`src/rtl/dsp_stim_pkg.sv`:
```
// Shared definitions for the DSP stimulus/capture block: command and
// readback field positions, FSM state encoding and small phase helpers.
package dsp_stim_pkg;

    // Command word fields
    localparam int A_LSB    = 0;
    localparam int B_LSB    = 18;
    localparam int N_LSB    = 36;
    localparam int N_W      = 8;
    localparam int L_LSB    = 44;
    localparam int L_W      = 4;
    localparam int R_BIT    = 48;
    localparam int M_BIT    = 49;
    localparam int CTRL_LSB = 50;
    localparam int CTRL_W   = 14;

    // Readback word fields
    localparam int P_MAX    = 48;
    localparam int SEQ_LSB  = 48;
    localparam int OVR_BIT  = 62;
    localparam int BUSY_BIT = 63;

    typedef enum logic [2:0] {
        ST_IDLE    = 3'd0,
        ST_DRST    = 3'd1,
        ST_APPLY   = 3'd2,
        ST_WAIT    = 3'd3,
        ST_CAPTURE = 3'd4
    } state_e;

    // First phase after setup: CE burst if N>0, else wait, else straight to capture
    function automatic state_e run_phase(input logic [7:0] n, input logic [3:0] l);
        if (n != 8'd0) begin
            return ST_APPLY;
        end else if (l != 4'd0) begin
            return ST_WAIT;
        end else begin
            return ST_CAPTURE;
        end
    endfunction

    // Value the shared down-counter is loaded with for that first phase
    function automatic logic [7:0] run_count(input logic [7:0] n, input logic [3:0] l);
        if (n != 8'd0) begin
            return n;
        end else begin
            return {4'd0, l};
        end
    endfunction

endpackage

```
`src/rtl/dsp_stim_capture.sv`:
```
// DSP stimulus/capture engine behind the UART control block. Each accepted
// strobe applies operands, optionally resets the DSP, pulses CE N times,
// waits L cycles and captures the DSP result into a stable readback word.
// Optional feature macro: DSP_STIM_RAMP_EN (operand A ramps during CE burst).
module dsp_stim_capture
    import dsp_stim_pkg::*;
#(
    parameter int A_WIDTH   = 18,
    parameter int B_WIDTH   = 18,
    parameter int P_WIDTH   = 48,
    parameter int CMD_WIDTH = 64,
    parameter int RES_WIDTH = 64
) (
    input  logic                 clk,
    input  logic                 reset_n,
    input  logic                 strobe,
    input  logic [CMD_WIDTH-1:0] cmd,
    output logic [RES_WIDTH-1:0] result,
    output logic                 busy,
    output logic [A_WIDTH-1:0]   dut_a,
    output logic [B_WIDTH-1:0]   dut_b,
    output logic                 dut_ce,
    output logic                 dut_rst,
    output logic [13:0]          dut_ctrl,
    input  logic [P_WIDTH-1:0]   dut_p
);

    state_e               state_r;
    logic [7:0]           cnt_r;
    logic [7:0]           n_r;
    logic [3:0]           l_r;
    logic                 ramp_r;
    logic [P_MAX-1:0]     p_r;
    logic [7:0]           seq_r;
    logic                 ovr_r;
    logic [A_WIDTH-1:0]   dut_a_r;
    logic [B_WIDTH-1:0]   dut_b_r;
    logic                 dut_ce_r;
    logic                 dut_rst_r;
    logic [CTRL_W-1:0]    dut_ctrl_r;

    logic [7:0]           cmd_n_s;
    logic [3:0]           cmd_l_s;
    logic                 ramp_req_s;
    logic [P_MAX-1:0]     p_ext_s;

    assign cmd_n_s = cmd[N_LSB +: N_W];
    assign cmd_l_s = cmd[L_LSB +: L_W];

`ifdef DSP_STIM_RAMP_EN
    assign ramp_req_s = cmd[M_BIT];
`else
    // cmd[49] is reserved in this build
    logic unused_m_s;
    assign unused_m_s = cmd[M_BIT];
    assign ramp_req_s = 1'b0;
`endif

    // Zero-extend the DSP result to the fixed 48-bit readback field
    always_comb begin
        p_ext_s              = '0;
        p_ext_s[P_WIDTH-1:0] = dut_p;
    end

    // Run sequencer: command latch, DSP drive, shared counter, capture and status
    always_ff @(posedge clk or negedge reset_n) begin
        if (!reset_n) begin
            state_r    <= ST_IDLE;
            cnt_r      <= 8'd0;
            n_r        <= 8'd0;
            l_r        <= 4'd0;
            ramp_r     <= 1'b0;
            p_r        <= '0;
            seq_r      <= 8'd0;
            ovr_r      <= 1'b0;
            dut_a_r    <= '0;
            dut_b_r    <= '0;
            dut_ce_r   <= 1'b0;
            dut_rst_r  <= 1'b0;
            dut_ctrl_r <= '0;
        end else begin
            // A strobe while a run is in flight is dropped but remembered
            if (strobe && (state_r != ST_IDLE)) begin
                ovr_r <= 1'b1;
            end
            case (state_r)
                ST_IDLE: begin
                    if (strobe) begin
                        ovr_r      <= 1'b0;
                        dut_a_r    <= cmd[A_LSB +: A_WIDTH];
                        dut_b_r    <= cmd[B_LSB +: B_WIDTH];
                        dut_ctrl_r <= cmd[CTRL_LSB +: CTRL_W];
                        n_r        <= cmd_n_s;
                        l_r        <= cmd_l_s;
                        ramp_r     <= ramp_req_s;
                        if (cmd[R_BIT]) begin
                            state_r   <= ST_DRST;
                            dut_rst_r <= 1'b1;
                        end else begin
                            state_r  <= run_phase(cmd_n_s, cmd_l_s);
                            cnt_r    <= run_count(cmd_n_s, cmd_l_s);
                            dut_ce_r <= (cmd_n_s != 8'd0);
                        end
                    end
                end
                ST_DRST: begin
                    dut_rst_r <= 1'b0;
                    state_r   <= run_phase(n_r, l_r);
                    cnt_r     <= run_count(n_r, l_r);
                    dut_ce_r  <= (n_r != 8'd0);
                end
                ST_APPLY: begin
                    if (ramp_r) begin
                        dut_a_r <= dut_a_r + A_WIDTH'(1);
                    end
                    if (cnt_r == 8'd1) begin
                        dut_ce_r <= 1'b0;
                        cnt_r    <= {4'd0, l_r};
                        state_r  <= (l_r != 4'd0) ? ST_WAIT : ST_CAPTURE;
                    end else begin
                        cnt_r <= cnt_r - 8'd1;
                    end
                end
                ST_WAIT: begin
                    if (cnt_r <= 8'd1) begin
                        state_r <= ST_CAPTURE;
                    end else begin
                        cnt_r <= cnt_r - 8'd1;
                    end
                end
                ST_CAPTURE: begin
                    p_r     <= p_ext_s;
                    seq_r   <= seq_r + 8'd1;
                    state_r <= ST_IDLE;
                end
                default: begin
                    state_r   <= ST_IDLE;
                    dut_ce_r  <= 1'b0;
                    dut_rst_r <= 1'b0;
                end
            endcase
        end
    end

    assign busy     = (state_r != ST_IDLE);
    assign result   = {busy, ovr_r, 6'd0, seq_r, p_r};
    assign dut_a    = dut_a_r;
    assign dut_b    = dut_b_r;
    assign dut_ce   = dut_ce_r;
    assign dut_rst  = dut_rst_r;
    assign dut_ctrl = dut_ctrl_r;

endmodule

```
`config.mk`:
```
export PLATFORM = sky130hd
export DESIGN_NAME = dsp_stim_capture
export DESIGN_NICKNAME = d
export VERILOG_FILES = /design/src/rtl/dsp_stim_pkg.sv /design/src/rtl/dsp_stim_capture.sv
export SDC_FILE = /design/constraint.sdc
export NUM_CORES = 1
export LEC_CHECK = 0
export CAP_MARGIN = 20
export CORE_MARGIN = 4
export CORE_UTILIZATION = 30
export CTS_CLUSTER_SIZE = 12
export DETAILED_ROUTE_END_ITERATION = 8
export MAX_ROUTING_LAYER = met4
export SETUP_SLACK_MARGIN = 0.4
export SYNTH_ARGS = -nofsm -noshare
export SYNTH_HDL_FRONTEND = slang
export SYNTH_SLANG_ARGS = --single-unit
```
`constraint.sdc`:
```
create_clock -name clk -period 5.7 [get_ports clk]
set_input_delay 1.14 -clock clk [delete_from_list [all_inputs] [get_ports clk]]
set_output_delay 1.14 -clock clk [all_outputs]
set_load 0.03 [all_outputs]
```
==> impl_results.rst, run 1 <==
.. list-table::
   :header-rows: 1

   * - Metric
     - Value
   * - Timing startpoint of the critical path
     - state_r[1]$_DFFE_PN0P_
   * - Wl on met1
     - about 6.2 mm
   * - Proportion of synthesized chip area in sequential cells
     - ~58%
   * - Wire length of the first global-routing pass
     - approximately 25 mm
   * - Final net count
     - 765
   * - Number of maximum-capacitance constraint violations
     - 0
   * - Max-slew headroom at the worst pin
     - a little over a third
   * - Buffering stage count on the worst path with inverters included
     - 1
   * - Via count of the routed design
     - around 4300
   * - WP data required
     - ~4600 ps
   * - Worst reg-to-reg setup slack
     - approximately 2900 ps
   * - Path class of the lowest-slack min-delay path
     - register to register
   * - Met2 routed wirelength
     - 7.79 mm
   * - CP endpoint kind
     - output pin
   * - Family with the most delay on the worst path
     - flip-flops
   * - Remaining antenna violation count
     - 0
   * - Number of global-route vias before repair
     - 4631
   * - Total power per unit cell area
     - 425 mW/mm^2
   * - TritonCTS clock tree
     - done
   * - Number of synthesized flops with an enable pin
     - 0
   * - Setup bufs post-CTS
     - 0
   * - Sort of element at the start of the critical path
     - register
   * - Count of cells along the worst register-to-register path
     - 4
   * - Final worst-path cycle share
     - 61.7%
   * - Worst-path cell chain
     - or3_1, clkdlybuf4s50_1
   * - Result of the run
     - completed
   * - Setup repair after global routing missed its margin
     - false
   * - Worst-path maximum fanout
     - 24
   * - # IOs
     - between 200 and 250
   * - Pre-CTS worst setup slack
     - 2250 ps
   * - CP Data Arrival Time
     - around 2400 ps
   * - Number of storage elements in the synthesis netlist
     - between 100 and 150
   * - Final count of pins violating max slew
     - 0
   * - Clk_lat worst skew
     - slightly above 400 ps
   * - Chip Height
     - approximately 150 um
   * - Flip-flop cell with the highest count after synthesis
     - dfrtp_1
   * - Number of warnings printed during yosys synthesis
     - 0
   * - Growth of design area from synthesis to finish
     - 52.7%
   * - Highest Clock Rate
     - between 0.2 and 0.3 GHz
   * - CTS Sinks
     - between 100 and 150
   * - Overall routed net length
     - around 16 mm
   * - Setup_tns
     - 0 ps
   * - Highest metal used
     - met4
   * - DR iter-0 viols
     - approximately 180
   * - Ys async rst share
     - 100%
   * - Number of antenna cells inserted
     - 0
   * - Share of post-route cells with drive strength above 1
     - approximately a quarter
   * - Number of standard cells in the final layout excluding fillers
     - a little under 900
   * - Layout Skew
     - roughly 10 ps
   * - Final Hold Vio Count
     - 0
   * - Standby leakage power
     - roughly 3.7 nW
   * - Worst setup path endpoint
     - busy
   * - End of the worst register-to-register path
     - dut_a[1]$_DFFE_PN0P_
   * - Actual transition at the worst max-transition pin
     - between 900 and 1000 ps
   * - Cell with the most instances after synthesis
     - dfrtp_1
   * - Beginning of the worst register-to-register path
     - state_r[1]$_DFFE_PN0P_
   * - Starting Density
     - 30.4%
   * - Number of distinct library cell variants in the gate-level netlist after synthesis
     - 48
   * - Initial antenna violation count
     - 0
   * - Global route overflow
     - 0
   * - Final setup violation count
     - 0
   * - TritonCTS Buffers
     - 17
   * - Mapped cell area
     - about 0.0057 sq mm
   * - TritonRoute pass-1 iters
     - 4
   * - Die X-Extent
     - about 150 um
   * - Synthesized area per cell
     - about 13 sq um
   * - Max stage delay cell, worst path
     - dfrtp_1
   * - Clock-pin transition on the worst setup and hold timing paths
     - approximately 60 ps
   * - Largest cells by area after synthesis
     - dfrtp_1, mux2_2, buf_4, xnor2_1, nand2_1
   * - Synth cell count leaders
     - dfrtp_1, mux2_2, nand2_1, nor2_1, buf_2
   * - Worst-case setup margin in the final layout
     - 2180 ps
   * - Critical Setup Path Class
     - register to output pin
   * - Largest area contributor in the synthesized netlist
     - dfrtp_1
   * - Die area
     - ~0.021 sq mm
   * - Hold bufs inserted after CTS
     - 0
   * - Std-Cell Core Area
     - ~0.019 sq mm
   * - Clock root cell
     - clkbuf_16
   * - Count of mapped cells out of synthesis
     - roughly 420
   * - Via density
     - between 4 and 5
   * - Detail Route met3 WL
     - 1.33 mm
   * - Resized cells post-CTS
     - 0
   * - Maximum clock insertion buffer count
     - 2
   * - # port buffers
     - around 220
   * - Largest net degree at the start of global routing
     - 87
   * - Cell count along the critical path
     - 2
   * - Cells after DPL
     - 862
   * - Row count
     - 50
   * - Minimum hold slack
     - about 480 ps
   * - Overall power
     - between 0.003 and 0.004 W
   * - Post-DP HPWL
     - ~11 mm
   * - GP Congestion
     - about 0.84
   * - Number of remaining DRC errors
     - 0
   * - Worst VDD drop
     - roughly 0.00025 V
   * - H-tree levels
     - 4
   * - Final worst path period need
     - about 3500 ps
   * - Largest stage delay, worst path
     - around 860 ps
   * - Aggregate global-route resource usage
     - 15.3%
   * - Area fraction of the dominant cell type after synthesis
     - ~58%
   * - Routed wire length per instance
     - 17.4 um
==> registers in the layout, summed over array words and instances (netlist names), named ones only <==
| register | cells |
|---|---|
| cnt_r | 8 |
| n_r | 8 |
| l_r | 4 |
| dut_b | 18 |
| dut_a | 18 |
| dut_rst | 1 |
| dut_ce | 1 |
| seq_r | 8 |
| p_r | 48 |
| state_r | 3 |
| dut_ctrl | 14 |
==> worst min-delay path by stage <==
stage,from,to,cells past startpoint
floorplan,register,register,2
global placement,seq_r[7]$_DFFE_PN0N_,seq_r[7]$_DFFE_PN0N_,1
detailed placement,seq_r[7]$_DFFE_PN0N_,seq_r[7]$_DFFE_PN0N_,1
CTS,seq_r[7]$_DFFE_PN0N_,seq_r[7]$_DFFE_PN0N_,1
global route,dut_a[5]$_DFFE_PN0P_,dut_a[5]$_DFFE_PN0P_,1
finish,seq_r[7]$_DFFE_PN0N_,seq_r[7]$_DFFE_PN0N_,1
==> area by class of cell <==
class                   instances  area, sq um
repair buffers                227         2280
inverters                      10         37.5
well taps                     234          293
clock buffers                  18          429
flip-flops and latches        132         3300
clock inverters                14          145
fillers                      1666        10000
multi-input cells             259         2210
==> metrics by stage <==
step                      utilization [%]  area [sq um]
after floorplan                         -          5710
after global placement               43.4          8120
after detailed placement             43.4          8120
after CTS                            46.5          8690
after global routing                 46.5          8690
final                                46.5          8690
==> cells by family after synthesis <==
group           Yosys count  synth area share, %
flops                   132                 58.0
compound gates           50                 6.53
xor+xnor                 12                 1.85
simple gates             78                 7.41
buf+inv                  38                 3.72
other cells               1               0.0659
mux                     110                 21.7
fa+ha+maj                 3                0.660
==> layer usage <==
| metal | vias up | global-route usage [%] |
|---|---|---|
| li1 | 1962 | - |
| met1 | 2115 | 17.4 |
| met2 | 170 | 24.7 |
| met3 | 13 | 6.60 |
| met4 | 0 | 4.08 |
| met5 | - | - |
==> worst register-to-register path: stages, from the launching register on <==
cell     delay, ps
dfrtp_1        670
or3_1          580
nor2_4         730
buf_12         310
mux2_2         410
==> where the power goes <==
group / switching [W] / total, W / internal (W) / leakage [nW]
Combinational: 0.000667 / 0.00128 / 0.000612 / 1.75
Clock: 0.000453 / 0.00107 / 0.000615 / 0.272
Sequential: 0.000175 / 0.00135 / 0.00117 / 1.73
==> placed cells by master (no fill, tap or decap), types with 2 or more instances in the layout <==
master           synthesis  final
a2111oi_2                3      3
a211oi_1                 7      7
a21oi_1                  7      7
a221oi_1                 3      3
a22oi_1                  4      4
a31oi_1                  3      3
and3_1                   2      2
buf_4                   12      2
clkbuf_16                0     17
clkdlybuf4s50_1          0    223
clkinv_4                 0      3
clkinvlp_4               0      3
conb_1                   1      6
dfrtp_1                132    132
ha_1                     3      3
inv_1                   10     10
inv_6                    0      5
inv_8                    0      2
mux2_2                 109    109
nand2_1                 18     18
nand2b_1                 2      2
nand4_1                  3      3
nor2_1                  18     18
nor2b_1                  3      3
nor3_1                   9      9
nor4_1                   6      6
o21ai_0                  9      9
o31ai_1                  6      6
or2_2                    3      3
or3_1                    3      3
or4_1                    2      2
xnor2_1                  9      9
xor2_1                   3      3
(Power assumes the default switching activity.)
==> run 2: changes to the inputs <==
clock period = 3.66 ns   (was 5.7 ns; I/O delays follow)
==> run 2 against run 1 <==
  * Sequential power grew 55%
  * Routed wire length up 1.7%
  * Combinational power up 56%
  * Final cell count up 0.45%
  * Global-route usage up 0.39 points
  * Clock power grew 62%
  * Worst hold slack worse by 97 ps
  * Non-clock buffer count increased by 4
  * Clock skew is essentially flat
  * First-iteration DRC count is 19% lower
  * Largest power group unchanged
  * Highest routed layer unchanged
==> impl_results.rst, run 2 (synthesis gave the netlist of run 1 again) <==
.. list-table::
   :header-rows: 1

   * - Metric
     - Value
   * - Die X-Extent
     - 146 um (unchanged)
   * - Worst VDD drop
     - 0.000508 V (+100%)
   * - Starting Density
     - 30.4% (unchanged)
   * - Clock Power Share
     - 29.8% (+0.9 points)
   * - Setup bufs post-CTS
     - 0 (unchanged)
   * - GP Congestion
     - 0.830 (-1.5%)
   * - Worst-path maximum fanout
     - 19 (-21%)
   * - TritonRoute pass-1 iters
     - 4 (unchanged)
   * - Combinational fraction of design power
     - 34.3% (-0.3 points)
   * - Clock root cell
     - clkbuf_16
   * - Number of antenna cells inserted
     - 0 (unchanged)
   * - Highest Clock Rate
     - around 0.33 GHz
   * - Number of remaining DRC errors
     - 0 (unchanged)
   * - Final count of pins violating max slew
     - 0 (unchanged)
   * - Final Hold Vio Count
     - 0 (unchanged)
   * - TritonCTS Buffers
     - 17 (unchanged)
   * - Actual transition at the worst max-transition pin
     - 951 ps (+1.87 ps)
   * - CTS Sinks
     - 132 (unchanged)
   * - CP Data Arrival Time
     - 2290 ps (-90 ps)
   * - Sort of element at the start of the critical path
     - register
   * - Die area
     - 0.0212 sq mm (unchanged)
   * - Wire length of the first global-routing pass
     - 25.8 mm (+2.8%)
   * - Via count of the routed design
     - 4247 (-0.31%)
   * - Final net count
     - 769 (+0.52%)
   * - Multi-input logic area
     - 0.00221 sq mm (unchanged)
   * - Fill count
     - 1686 (+1.2%)
   * - Maximum clock insertion buffer count
     - 2 (unchanged)
   * - Combined flip-flop and latch cell area
     - 0.00330 sq mm (unchanged)
   * - Worst-case setup margin in the final layout
     - 637 ps (-1550 ps)
   * - Fraction of power spent switching nets
     - 34.6% (-0.45 points)
   * - Share of post-route cells with drive strength above 1
     - 24.4% (+0.61 points)
   * - Net load switching power
     - 0.00201 W (+55%)
   * - Setup repair after global routing missed its margin
     - false
   * - Setup_tns
     - 0 ps (unchanged)
   * - Initial antenna violation count
     - 0 (unchanged)
   * - Pint
     - 0.00380 W (+59%)
   * - Chip Height
     - 146 um (unchanged)
   * - Most common library cell in the layout ignoring fill and taps
     - clkdlybuf4s50_1
   * - Routed wire length per instance
     - 17.6 um (+1.2%)
   * - Overall routed net length
     - 15.8 mm (+1.7%)
   * - CP endpoint kind
     - output pin
   * - Aggregate global-route resource usage
     - 15.7% (+0.39 points)
   * - Path class of the lowest-slack min-delay path
     - primary input to asynchronous set/reset pin
   * - Clock-pin transition on the worst setup and hold timing paths
     - 60 ps (about the same)
   * - Std-Cell Core Area
     - 0.0187 sq mm (unchanged)
   * - Global route overflow
     - 0 (unchanged)
   * - Pre-CTS worst setup slack
     - 839 ps (-1410 ps)
   * - Via density
     - 4.73 (-0.75%)
   * - Resized cells post-CTS
     - 0 (unchanged)
   * - Hold bufs inserted after CTS
     - 0 (unchanged)
   * - Proportion of power drawn by flip-flops and latches
     - 35.9% (-0.6 points)
   * - Beginning of the worst register-to-register path
     - state_r[0]$_DFFE_PN0P_
   * - TritonCTS clock tree
     - done
   * - Final setup violation count
     - 0 (unchanged)
   * - Most flops, register
     - p_r
   * - Count of cells along the worst register-to-register path
     - 4 (unchanged)
   * - Standby leakage power
     - 3.78 nW (+0.93%)
   * - Largest register FFs
     - 48 (unchanged)
   * - Number of maximum-capacitance constraint violations
     - 0 (unchanged)
   * - Largest net degree at the start of global routing
     - 90 (+3.4%)
   * - Final worst-path cycle share
     - 82.6%
   * - Row count
     - 50 (unchanged)
   * - Critical Setup Path Class
     - register to output pin
   * - Max-slew headroom at the worst pin
     - 36.0% (-0.13 points)
   * - H-tree levels
     - 4 (unchanged)
   * - Post-DP HPWL
     - 11.4 mm (+1.3%)
   * - End of the worst register-to-register path
     - dut_ctrl[6]$_DFFE_PN0P_
   * - Number of global-route vias before repair
     - 4834 (+4.4%)
   * - WP data required
     - 2930 ps (-1630 ps)
   * - Result of the run
     - completed
   * - Clk_lat worst skew
     - 410 ps (about the same)
   * - Layout Skew
     - 10.0 ps (+0.223 ps)
   * - Total power per unit cell area
     - 665 mW/mm^2 (+57%)
   * - DR iter-0 viols
     - 148 (-19%)
   * - Growth of design area from synthesis to finish
     - 53.7%
   * - # port buffers
     - 224 (unchanged)
   * - Final worst path period need
     - 3020 ps
   * - Minimum hold slack
     - 382 ps (-96.9 ps)
   * - Worst reg-to-reg setup slack
     - 1370 ps (-1510 ps)
   * - Most frequent cells in the layout
     - clkdlybuf4s50_1, dfrtp_1, mux2_2
   * - # IOs
     - 232 (unchanged)
   * - Remaining antenna violation count
     - 0 (unchanged)
==> run 2: power by group through the flow <==
| stage | Sequential (W) | Clock (W) | Combinational (W) |
|---|---|---|---|
| after floorplan | 0.00256 | 0 | 0.000667 |
| after global placement | 0.00209 | 0 | 0.00199 |
| after detailed placement | 0.00211 | 0 | 0.00201 |
| after CTS | 0.00209 | 0.00177 | 0.00202 |
| after global routing | 0.00214 | 0.00185 | 0.00213 |
| final | 0.00209 | 0.00173 | 0.00200 |
==> run 2: how the worst max path moves through the flow <==
stage / from / slack (ps) / to
floorplan: cmd[38] / 1580 / state_r[2]$_DFFE_PN0P_
global placement: cmd[38] / 840 / state_r[2]$_DFFE_PN0P_
detailed placement: cmd[38] / 840 / state_r[2]$_DFFE_PN0P_
CTS: state_r[0]$_DFFE_PN0P_ / 610 / busy
global route: state_r[0]$_DFFE_PN0P_ / 560 / result[63]
finish: state_r[0]$_DFFE_PN0P_ / 640 / busy
==> run 2: final cells by class <==
class | instances | area share, %
clock buffer | 17 | 4.86
multi-input combinational | 259 | 25.2
tap | 234 | 3.35
clock inverter | 15 | 1.96
inverter | 10 | 0.429
sequential | 132 | 37.8
timing repair buffer | 231 | 26.4
==> run 2: critical path: stages (launching register included) <==
cell and delay, ps:
dfrtp_1 760, or3_1 380, clkdlybuf4s50_1 740
==> run 2: stage by stage <==
stage	total power, W	utilization, %	cells	cell area, sq um
after floorplan	0.00323	-	429	5710
after global placement	0.00408	43.6	866	8150
after detailed placement	0.00412	43.6	866	8150
after CTS	0.00589	46.8	898	8750
after global routing	0.00612	46.8	898	8750
final	0.00582	46.8	898	8750
==> run 2: routing by layer <==
layer / wire length (um) / vias to the layer above / track usage [%]
met1: 6270 / 2106 / 17.2
met5: 0 / - / -
met3: 1220 / 18 / 6.23
met2: 8070 / 153 / 26.3
li1: - / 1970 / -
met4: 277 / 0 / 4.70
